File: config.mk
export PLATFORM = sky130hd
export DESIGN_NAME = freq_divider_flat
export DESIGN_NICKNAME = d
export VERILOG_FILES = /design/src/rtl/freq_divider_if.sv /design/src/rtl/freq_divider.sv /design/src/flat_wrapper.sv
export SDC_FILE = /design/constraint.sdc
export NUM_CORES = 1
export LEC_CHECK = 0
export ABC_AREA = 1
export BUFFER_PORTS_ARGS = -buffer_cell sky130_fd_sc_hd__buf_2
export CAP_MARGIN = 10
export CELL_PAD_IN_SITES_DETAIL_PLACEMENT = 0
export CELL_PAD_IN_SITES_GLOBAL_PLACEMENT = 2
export CORE_MARGIN = 2
export CORE_UTILIZATION = 27
export CTS_CLUSTER_DIAMETER = 50
export DETAILED_ROUTE_END_ITERATION = 10
export GPL_TIMING_DRIVEN = 0
export MAX_ROUTING_LAYER = met4
export PLACE_DENSITY_LB_ADDON = 0.3
export RECOVER_POWER = 25
export SLEW_MARGIN = 20
export SYNTH_ARGS = -nofsm -noshare
export SYNTH_HDL_FRONTEND = slang
export SYNTH_SLANG_ARGS = --single-unit
export TNS_END_PERCENT = 5
File: constraint.sdc
create_clock -name clk -period 1.6 [get_ports clk]
set_input_delay 0.32 -clock clk [delete_from_list [all_inputs] [get_ports clk]]
set_output_delay 0.32 -clock clk [all_outputs]
set_load 0.02 [all_outputs]
File: src/rtl/freq_divider_if.sv
// ---------------------------------------------------------------------------
// freq_divider_if
// Bundles the control and status signals of freq_divider.
//
// Signals:
//   en        run enable                      (master -> slave)
//   divIn     requested divisor, 8 bits       (master -> slave)
//   syncIn    phase-alignment restart request (master -> slave),
//             present only when FREQ_DIVIDER_SYNC_EN is defined
//   wave      divided square wave             (slave -> master)
//   tick      one-cycle pulse at period start (slave -> master)
//   cnt       position within the period      (slave -> master)
//   activeDiv divisor currently in force      (slave -> master)
//
// Modports: master = the controlling side, slave = the divider.
// Optional feature macro: FREQ_DIVIDER_SYNC_EN.
// ---------------------------------------------------------------------------
interface freq_divider_if;
    logic       en;
    logic [7:0] divIn;
`ifdef FREQ_DIVIDER_SYNC_EN
    logic       syncIn;
`endif
    logic       wave;
    logic       tick;
    logic [7:0] cnt;
    logic [7:0] activeDiv;

`ifdef FREQ_DIVIDER_SYNC_EN
    modport master (output en, divIn, syncIn, input wave, tick, cnt, activeDiv);
    modport slave  (input en, divIn, syncIn, output wave, tick, cnt, activeDiv);
`else
    modport master (output en, divIn, input wave, tick, cnt, activeDiv);
    modport slave  (input en, divIn, output wave, tick, cnt, activeDiv);
`endif
endinterface

File: src/rtl/freq_divider.sv
// ---------------------------------------------------------------------------
// freq_divider
// Programmable clock-enable divider. Produces a near-50% square wave and a
// once-per-period tick from an 8-bit divisor (period = activeDiv+1 cycles).
// A new divisor is taken only at period boundaries so the wave never
// glitches while the regulator adjusts it.
//
// Ports:
//   clk  in   system clock, rising-edge
//   rst  in   synchronous reset, active-low
//   dv   freq_divider_if.slave:
//          en, divIn (, syncIn)       inputs
//          wave, tick, cnt, activeDiv registered outputs
//
// Parameters:
//   MIN_DIV  smallest accepted divisor (divIn below it is clamped up), 1..255
//   RST_DIV  activeDiv after reset
//
// Optional feature macro: FREQ_DIVIDER_SYNC_EN
//   Adds syncIn; while running, syncIn=1 restarts the period immediately
//   (no tick), taking priority over the normal boundary.
// ---------------------------------------------------------------------------
module freq_divider #(
    parameter int unsigned MIN_DIV = 1,
    parameter int unsigned RST_DIV = 127
) (
    input  logic          clk,
    input  logic          rst,
    freq_divider_if.slave dv
);

    localparam logic [7:0] MIN_DIV_C = 8'(MIN_DIV);
    localparam logic [7:0] RST_DIV_C = 8'(RST_DIV);

    typedef enum logic {IDLE, RUN} state_t;

    state_t     state_q, state_d;
    logic [7:0] cnt_q,   cnt_d;
    logic [7:0] div_q,   div_d;
    logic       wave_q,  wave_d;
    logic       tick_q,  tick_d;

    logic [7:0] div_sane;
    logic [8:0] half;
    logic       sync_req;

    always_comb begin
        div_sane = (dv.divIn < MIN_DIV_C) ? MIN_DIV_C : dv.divIn;
        // 9-bit so that activeDiv=255 yields a half point of 128
        half     = ({1'b0, div_q} + 9'd1) >> 1;
`ifdef FREQ_DIVIDER_SYNC_EN
        sync_req = dv.syncIn;
`else
        sync_req = 1'b0;
`endif
    end

    always_comb begin
        state_d = state_q;
        cnt_d   = cnt_q;
        div_d   = div_q;
        wave_d  = wave_q;
        tick_d  = 1'b0;

        case (state_q)
            IDLE: begin
                cnt_d  = 8'd0;
                wave_d = 1'b0;
                if (dv.en) begin
                    // start period: wave rises but no tick is issued
                    state_d = RUN;
                    div_d   = div_sane;
                    wave_d  = 1'b1;
                end
            end
            RUN: begin
                if (!dv.en) begin
                    // partial period is dropped; en low beats a boundary
                    state_d = IDLE;
                    cnt_d   = 8'd0;
                    wave_d  = 1'b0;
                end else if (sync_req) begin
                    cnt_d  = 8'd0;
                    wave_d = 1'b1;
                    div_d  = div_sane;
                end else if (cnt_q == div_q) begin
                    cnt_d  = 8'd0;
                    wave_d = 1'b1;
                    tick_d = 1'b1;
                    div_d  = div_sane;
                end else begin
                    // cnt never exceeds div_q, so the increment cannot wrap
                    cnt_d = cnt_q + 8'd1;
                    if (({1'b0, cnt_q} + 9'd1) == half)
                        wave_d = 1'b0;
                end
            end
            default: begin
                state_d = IDLE;
                cnt_d   = 8'd0;
                wave_d  = 1'b0;
            end
        endcase
    end

    always_ff @(posedge clk) begin
        if (!rst) begin
            state_q <= IDLE;
            cnt_q   <= 8'd0;
            div_q   <= RST_DIV_C;
            wave_q  <= 1'b0;
            tick_q  <= 1'b0;
        end else begin
            state_q <= state_d;
            cnt_q   <= cnt_d;
            div_q   <= div_d;
            wave_q  <= wave_d;
            tick_q  <= tick_d;
        end
    end

    assign dv.wave      = wave_q;
    assign dv.tick      = tick_q;
    assign dv.cnt       = cnt_q;
    assign dv.activeDiv = div_q;

endmodule
File: src/flat_wrapper.sv
// flat-port wrapper written by rule: the top's interface ports become plain ports
module freq_divider_flat 
#(
    parameter int unsigned MIN_DIV = 1,
    parameter int unsigned RST_DIV = 127
)
  (clk, rst, dv_en, dv_divIn, dv_wave, dv_tick, dv_cnt, dv_activeDiv);
  freq_divider_if dv_i ();
  input  logic clk;
  input  logic rst;
  input wire logic [$bits(dv_i.en)-1:0] dv_en;
  input wire logic [$bits(dv_i.divIn)-1:0] dv_divIn;
  output wire logic [$bits(dv_i.wave)-1:0] dv_wave;
  output wire logic [$bits(dv_i.tick)-1:0] dv_tick;
  output wire logic [$bits(dv_i.cnt)-1:0] dv_cnt;
  output wire logic [$bits(dv_i.activeDiv)-1:0] dv_activeDiv;
  assign dv_i.en = dv_en;
  assign dv_i.divIn = dv_divIn;
  assign dv_wave = dv_i.wave;
  assign dv_tick = dv_i.tick;
  assign dv_cnt = dv_i.cnt;
  assign dv_activeDiv = dv_i.activeDiv;
  freq_divider #(.MIN_DIV(MIN_DIV), .RST_DIV(RST_DIV)) u_core (.clk(clk), .rst(rst), .dv(dv_i));
endmodule
# ---- Yosys cells after proc, flatten, opt, wreduce, memory -nomap -nowiden
# Cells that the tools add are included.
dict set report totals {
  regBits 19
  input_bits 11
  out_inout_bits 18
  wordCells 32
}
dict set report classes {
  add_sub_neg 3
  magnitude_cmp 1
  n_eq_ne 6
  muxes 14
  bitwise_logic 1
  reduce_logical 2
}
# op count
set ops {}
lappend ops {{8-bit 2-to-1 mux} 6}
lappend ops {{8-bit one-hot mux with 2 select lines} 2}
lappend ops {{8-bit by 1-bit adder with 9-bit output (second input constant)} 2}
lappend ops {{9-bit by 8-bit == test with 1-bit output} 1}
lappend ops {{8-bit by 1-bit adder with 8-bit output (second input constant)} 1}
lappend ops {{8-bit == test} 1}
lappend ops {{8-bit by 1-bit < comparator with 1-bit output (second input constant)} 1}
lappend ops {{2-bit != test (second input constant)} 3}
lappend ops {{3-bit AND reduction} 2}
lappend ops {{1-bit 2-to-1 mux} 5}
lappend ops {{4-bit != test (second input constant)} 1}
lappend ops {{1-bit one-hot mux with 2 select lines} 1}
lappend ops {{1-bit inverter} 1}

# ---- Longest topological paths before layout
# Gate-level depths: netlist of the first run.
dict set report logic_depth {
  ltp_word 6
  depth_mapped 12
  depth_no_buf 12
}

# ---- Worst setup path before layout of the first run
# No wires, ideal clock.
dict set report synth_path {
  path_type {register to register}
  startpoint {register u_core.cnt_q[0], in the netlist u_core.dv.cnt[0]}
  endpoint {register u_core.wave_q, in the netlist u_core.dv.wave}
  setup_ps 120
  t_arrival_ps 1452
  t_required_ps 1480
  path_slack_ps 29
  stages_incl_launch_ff 13
  synth_period_minus_slack_ps 1571
  path_cell_list {dfxtp_1 ha_1 nand2_1 inv_1 nand2_1 nand2_1 inv_1 nand2_1 nand2_1 nor2_1 nand3_1 nand2_1 a21oi_1}
}
dict set report synth_via {
  elab_chain_cells 4
  elab_cells_between_ends 7
}
# item line_no
set synth_rtl {}
lappend synth_rtl {{start, declared} freq_divider.sv:38} ;# logic [7:0] cnt_q, cnt_d;
lappend synth_rtl {{start signal, assigned} freq_divider.sv:115} ;# cnt_q <= cnt_d;
lappend synth_rtl {{parallel branches: the longest is 4 deep, another holds 8-bit by 1-bit adder with 9-bit output} -}
lappend synth_rtl {{end signal, assigned} freq_divider.sv:117} ;# wave_q <= wave_d;
lappend synth_rtl {{end, declared} freq_divider.sv:40} ;# logic wave_q, wave_d;
# Parallel ways; which one is timed is not known.
# A chain may end at the register's enable or synchronous reset.

# ---- Worst setup path after layout of the first run
dict set report layout_path {
  startpoint {register u_core.cnt_q[0], in the netlist u_core.dv.cnt[0]}
  endpoint {register u_core.div_q[4], in the netlist u_core.dv.activeDiv[4]}
}
dict set report layout_via {
  elab_chain_cells 3
}
# item line_no
set layout_rtl {}
lappend layout_rtl {{8-bit == test} freq_divider.sv:86} ;# end else if (cnt_q == div_q) begin
lappend layout_rtl {{2-bit != test (no line)} -}
lappend layout_rtl {{3-bit AND reduction (no line)} -}
lappend layout_rtl {{end signal, assigned} freq_divider.sv:116} ;# div_q <= div_d;
lappend layout_rtl {{end, declared} freq_divider.sv:39} ;# logic [7:0] div_q, div_d;
# Every way passes these cells.

==> results of run 1 <==
-- path summary, 6_finish.rpt --
path	start	endpoint	slack [ns]
max reg2reg	u_core.dv.cnt[0]	u_core.dv.activeDiv[4]	0.06
min reg2reg	u_core.dv.cnt[0]	u_core.dv.cnt[0]	0.46
min	dv_divIn[6]	u_core.dv.activeDiv[6]	0.28
max	u_core.dv.cnt[0]	u_core.dv.activeDiv[4]	0.06
-- synthesized netlist by cell type, types with 3 or more instances --
cell type,instances
nor2_1,23
nand2_1,78
xnor2_1,7
dfxtp_1,19
inv_1,19
o21bai_1,3
nor2_2,6
o211ai_1,5
nand3_1,17
a21oi_1,3
-- worst max-delay path, delay by kind of cell (launching register included) --
family / cells / cell delay [ns]
flops: 1 / 0.37
simple gates: 4 / 0.52
xor+xnor: 1 / 0.16
buf+inv: 2 / 0.28
compound gates: 1 / 0.07
-- flip-flops by register name (all words and copies together), names as in the netlist --
| name | flops |
|---|---|
| u_core.dv.cnt | 8 |
| u_core.dv.wave | 1 |
| u_core.dv.tick | 1 |
| u_core.state_q | 1 |
| u_core.dv.activeDiv | 8 |
-- what timing repair did --
| item | in CTS | in global routing |
|---|---|---|
| gates resized for setup | 9 | 38 |
| endpoints found under the setup margin | 2 | 14 |
| gates cloned | 0 | 1 |
| pin swaps | 0 | 13 |
| buffers inserted | 0 | 6 |
| endpoints found under the hold margin | 0 | 0 |
-- logic make-up (layout without fill, tap and decap cells) --
family / Yosys count / count (layout) / share of synthesized area (%)
AND/OR/NAND/NOR: 130 / 130 / 44.80
buffers and inverters: 23 / 61 / 8.341
flip-flops: 19 / 19 / 31.31
AO/OA/AOI/OAI: 14 / 14 / 7.724
XOR/XNOR: 8 / 8 / 5.767
adder cells (fa/ha/maj): 2 / 2 / 2.059
-- cell type report --
type | count | area share (%)
Sequential cell | 19 | 25.04
Clock buffer | 4 | 2.740
Buffer | 3 | 1.598
Tap cell | 52 | 3.957
Inverter | 20 | 4.871
Multi-Input combinational cell | 154 | 50.38
Timing Repair Buffer | 34 | 11.42
-- routing by layer --
metal  up-vias  global-route usage [%]
li1        699                       -
met2        24                   21.50
met4         0                   5.451
met3         7                   2.564
met5         -                       -
met1       587                   18.81
-- per-stage QoR --
stage	setup TNS (ns)	instance area [um2]	setup WS [ns]
3_3_place_gp	-0.1289	1415	-0.1289
2_1_floorplan	0	1215	0.02875
3_5_place_dp	-0.1351	1415	-0.1351
6_report	0	1644	0.05779
4_1_cts	0	1478	0.001663
5_1_grt	-0.1392	1644	-0.03950
-- placed cells by master (no fill, tap or decap), drive strengths merged, types with 5 or more instances in the layout --
| master | instances |
|---|---|
| buf | 30 |
| inv | 20 |
| nand2 | 78 |
| nand3 | 17 |
| clkbuf | 11 |
| dfxtp | 19 |
| o211ai | 5 |
| nor2 | 29 |
| xnor2 | 7 |
-- report_power, final --
part           switching [mW]  internal, mW  total, mW
Combinational           0.171         0.119      0.290
Sequential             0.0310         0.488      0.519
Clock                   0.176         0.178      0.353
Total                   0.378         0.785       1.16
==> impl_metrics.py, run 1 <==
metrics = {
    "status": {
        "status": "completed",
    },
    "clock_tree": {
        "clockRootBuffer": "clkbuf_8",
        "cts_tree": "done",
        "clk_pin_slew_ns": 0.08,
        "cts_max_level": 1,
        "cts_sinks": 19,
        "clockBufferDepth": 2,
        "cts-buffers-inserted": 3,
        "clk_latency_ns": 0.26,
        "postCtsHoldBufs": 0,
    },
    "worst_setup_path": {
        "slowest_stage": "dfxtp_4",
        "startpoint_type": "register",
        "worstPathRequired_ns": 1.73,
        "critPathKind": "reg2reg",
        "reg2regPathDepth": 8,
        "endpoint_kind": "register",
        "arrival_ns": 1.67,
        "path_common_cell": "nor2_4",
        "cp_cell_sequence": "buf_4, xnor2_1, nand4_2, nor2_4, nor2_4, nor2_4, buf_6, o211ai_1",
        "cpPeakStageDelay_ns": 0.37,
        "cp_max_fo": 5,
    },
    "sta": {
        "fmax_mhz": 648.4,
        "drv_slew": 0,
        "relSlewSlack_pct": 75.09,
        "hold_ws_ns": 0.2770,
        "grt_setup_unrepaired": "yes",
        "period_share_pct": 96.39,
        "finalCriticalPeriod_ns": 1.542,
        "worst_clock_skew_ns": 0.004531,
        "worst_pin_slew_ns": 0.3736,
        "finalHoldViolations": 0,
        "finalSetupViolCount": 0,
    },
    "logic_synthesis": {
        "postSynthCellCount": 196,
        "ys_async_sr_fraction_pct": 0,
        "yosysTopAreaCell": "dfxtp_1",
        "synth-seq-area-share_pct": 31.31,
        "ys_warn_count": 0,
        "synth_top_area_share_pct": 31.31,
        "synthFlopType": "dfxtp_1",
        "synth_fp_nets": 209,
        "syn_area_per_cell_um2": 6.199,
        "synth_cell_types": 21,
        "synth-edff-count": 0,
        "synth_area_leaders": "dfxtp_1, nand2_1, nor2_1",
        "netlist_area_um2": 1215,
        "ys_ff_latch": 19,
    },
    "place": {
        "dp_cells": 275,
        "gp_congestion": 0.7727,
        "portBuffers": 27,
        "dp_hpwl_mm": 2.631,
    },
    "final_layout": {
        "layout.nets": 248,
        "areaGrowthSynthToFinish_pct": 35.32,
        "drive_gt1_share_pct": 29.91,
        "antennaDiodeCount": 0,
        "multi_input_area_um2": 828.3,
        "instances_no_fill": 286,
        "fillers": 479,
        "postLayoutCoreUtil_pct": 37.76,
        "register_area_um2": 411.6,
    },
    "drt": {
        "route.met2.wl_mm": 1.690,
        "top_layer": "met4",
        "ant_nets": 0,
        "routedWlPerCell_um": 12.36,
        "drt_iter0_markers": 69,
        "firstDrtPassIters": 4,
        "wl_mm": 3.535,
        "wl_met3_um": 105,
        "routed-via-count": 1317,
        "wl_met1_mm": 1.662,
        "drcViolationCount": 0,
        "vias_per_cell": 4.605,
    },
    "global_route": {
        "grt_pass1_vias": 1170,
        "grt_pass1_wl_mm": 5.430,
        "grt_remaining_overflow": 0,
        "grt_max_degree": 11,
        "grt_use_total_pct": 14.19,
        "antenna_found_initial": 0,
    },
    "min_path": {
        "whs_path_depth": 3,
        "hp-class": "in2reg",
    },
    "power": {
        "peakVddDrop_uv": 249.7,
        "p_leak_nw": 0.8016,
        "p_total_mw": 1.163,
        "power.density_nw_per_um2": 707.1,
    },
    "floorplanning": {
        "die_w_um": 71.08,
        "start_util_pct": 27.90,
        "die-area_um2": 5052,
        "placementRows": 24,
        "core-area_um2": 4354,
        "pin_count": 29,
        "die_h_um": 71.08,
    },
    "run": {
        "drv_cap": 0,
    },
}
Power figures use the tool's default switching activity.
==> run 2, diff against run 1 <==
- CORE_MARGIN: 2 -> 4
==> run 2 against run 1 <==
Via count down 3.6%; clock power is essentially flat; register-to-register slack improved by 0.05 ns; final area fell by 8.2%; routed wire length fell by 5.9%; non-clock buffer count is 7 lower; cell count shrank 2.4%; first-iteration DRC count is 1.4% lower; global-route usage down 0.34 points; critical path type unchanged.
==> impl_metrics.py, run 2 (synthesis results as in run 1) <==
metrics = {
    "status": {
        "status": "completed",
    },
    "clock_tree": {
        "clockBufferDepth": 2,
        "postCtsHoldBufs": 0,
        "clk_pin_slew_ns": 0.08,
        "postCtsSetupBuffers": 0,
        "cts_max_level": 1,
        "clk_latency_ns": 0.26,
        "cts_sinks": 19,
        "cts-buffers-inserted": 3,
        "cts_tree": "done",
        "clockRootBuffer": "clkbuf_8",
    },
    "drt": {
        "wl_mm": 3.327,
        "routedWlPerCell_um": 11.92,
        "drcViolationCount": 0,
        "drt_iter0_markers": 68,
        "vias_per_cell": 4.548,
        "routed-via-count": 1269,
        "ant_nets": 0,
        "firstDrtPassIters": 4,
    },
    "sta": {
        "drv_slew": 0,
        "fin_ws_ns": 0.1033,
        "worst_pin_slew_ns": 0.3518,
        "finalHoldViolations": 0,
        "finalCriticalPeriod_ns": 1.497,
        "finalSetupViolCount": 0,
        "fmax_mhz": 668.1,
        "relSlewSlack_pct": 76.55,
        "worst_clock_skew_ns": 0.002861,
        "period_share_pct": 93.55,
        "grt_setup_unrepaired": "yes",
    },
    "power": {
        "netSwitchingPower_mw": 0.3649,
        "switching_share_pct": 32.06,
        "power.density_nw_per_um2": 754.3,
        "power_frac_comb_pct": 23.1,
        "seqPwrFrac_pct": 45.9,
        "p_clk_share_pct": 31.0,
        "peakVddDrop_uv": 405.9,
        "p_int_mw": 0.7733,
        "p_leak_nw": 0.7374,
    },
    "floorplanning": {
        "die-area_um2": 5637,
        "die_w_um": 75.08,
        "pin_count": 29,
        "placementRows": 24,
        "core-area_um2": 4354,
        "die_h_um": 75.08,
        "start_util_pct": 27.90,
    },
    "worst_setup_path": {
        "r2r_slack_ns": 0.10,
        "startpoint_type": "register",
        "endpoint_kind": "register",
        "reg2regPathDepth": 11,
        "cp_max_fo": 7,
        "r2r-end": "u_core.dv.wave",
        "worstPathRequired_ns": 1.75,
        "r2r-start": "u_core.dv.cnt[0]",
        "critPathKind": "reg2reg",
        "arrival_ns": 1.65,
    },
    "place": {
        "dp_hpwl_mm": 2.696,
        "dp_slack_ns": -0.1340,
        "portBuffers": 27,
        "gp_congestion": 0.7573,
    },
    "global_route": {
        "grt_max_degree": 11,
        "antenna_found_initial": 0,
        "grt_remaining_overflow": 0,
        "grt_pass1_wl_mm": 5.623,
        "grt_use_total_pct": 13.84,
        "grt_pass1_vias": 1184,
    },
    "final_layout": {
        "areaGrowthSynthToFinish_pct": 24.20,
        "layout.nets": 241,
        "layout_common_cells": "nand2_1, buf_2, nor2_1",
        "postLayoutCoreUtil_pct": 34.66,
        "layout_commonest_cell": "nand2_1",
        "antennaDiodeCount": 0,
        "drive_gt1_share_pct": 25.11,
    },
    "run": {
        "drv_cap": 0,
    },
    "min_path": {
        "whs_endpoint": "u_core.dv.activeDiv[1]",
        "min_from": "dv_divIn[1]",
        "whs_path_depth": 3,
        "hp-class": "in2reg",
    },
}
[run 2: final cells by class]
type / count / area [um2]
fill: 509 / 2845
multi-input combinational: 154 / 765.7
sequential: 19 / 402.9
timing repair buffer: 27 / 128.9
inverter: 20 / 75.07
tap: 52 / 65.06
clock buffer: 4 / 45.04
buffer: 3 / 26.28
[run 2: critical path: stages (launching register included)]
cell     delay, ns
dfxtp_4       0.38
ha_2          0.20
nand2_2       0.10
inv_2         0.06
nor2_2        0.10
nand3_1       0.08
nand2_1       0.08
nand2_1       0.06
nor2_1        0.12
nand3_1       0.09
nand2_1       0.06
a21oi_1       0.05
[run 2: per-layer routing]
| layer | routed length [um] | GRT usage [%] | share of wire, % | up-vias |
|---|---|---|---|---|
| li1 | - | - | - | 690 |
| met1 | 1637 | 17.35 | 49 | 556 |
| met2 | 1539 | 22.82 | 46 | 21 |
| met3 | 126 | 2.136 | 3.8 | 2 |
| met4 | 23 | 4.150 | 0.69 | 0 |
| met5 | 0 | - | 0 | - |
[run 2: worst max-delay path by stage]
stage	from	end
6_report	u_core.dv.cnt[0]	u_core.dv.wave
5_1_grt	u_core.dv.cnt[1]	u_core.dv.wave
4_1_cts	u_core.dv.activeDiv[2]	u_core.dv.cnt[7]
3_5_place_dp	u_core.dv.cnt[0]	u_core.dv.wave
3_3_place_gp	u_core.dv.cnt[0]	u_core.dv.wave
2_1_floorplan	u_core.dv.cnt[0]	u_core.dv.wave
[run 2: per-stage QoR]
step	instances	TNS (ns)	total power, mW	hold slack [ns]	instance area, um2
2_1_floorplan	196	0	0.7145	0.4332	1215
3_3_place_gp	275	-0.1288	0.7903	0.4545	1415
3_5_place_dp	275	-0.1340	0.7896	0.4606	1415
4_1_cts	279	0	1.145	0.2681	1475
5_1_grt	279	-0.1514	1.221	0.2898	1509
6_report	279	0	1.138	0.2704	1509
[run 2: what timing repair did]
action / CTS / global route
setup endpoints to repair: 1 / 16
resized for setup: 8 / 17
pin swaps: 0 / 1
[run 2: power by group through the flow]
stage / logic, mW / clock network, mW / registers (mW)
after global placement: 0.259 / 0 / 0.531
after global routing: 0.305 / 0.389 / 0.528
final: 0.263 / 0.353 / 0.522
after CTS: 0.262 / 0.365 / 0.519
after floorplan: 0.168 / 0 / 0.547
after detailed placement: 0.259 / 0 / 0.531
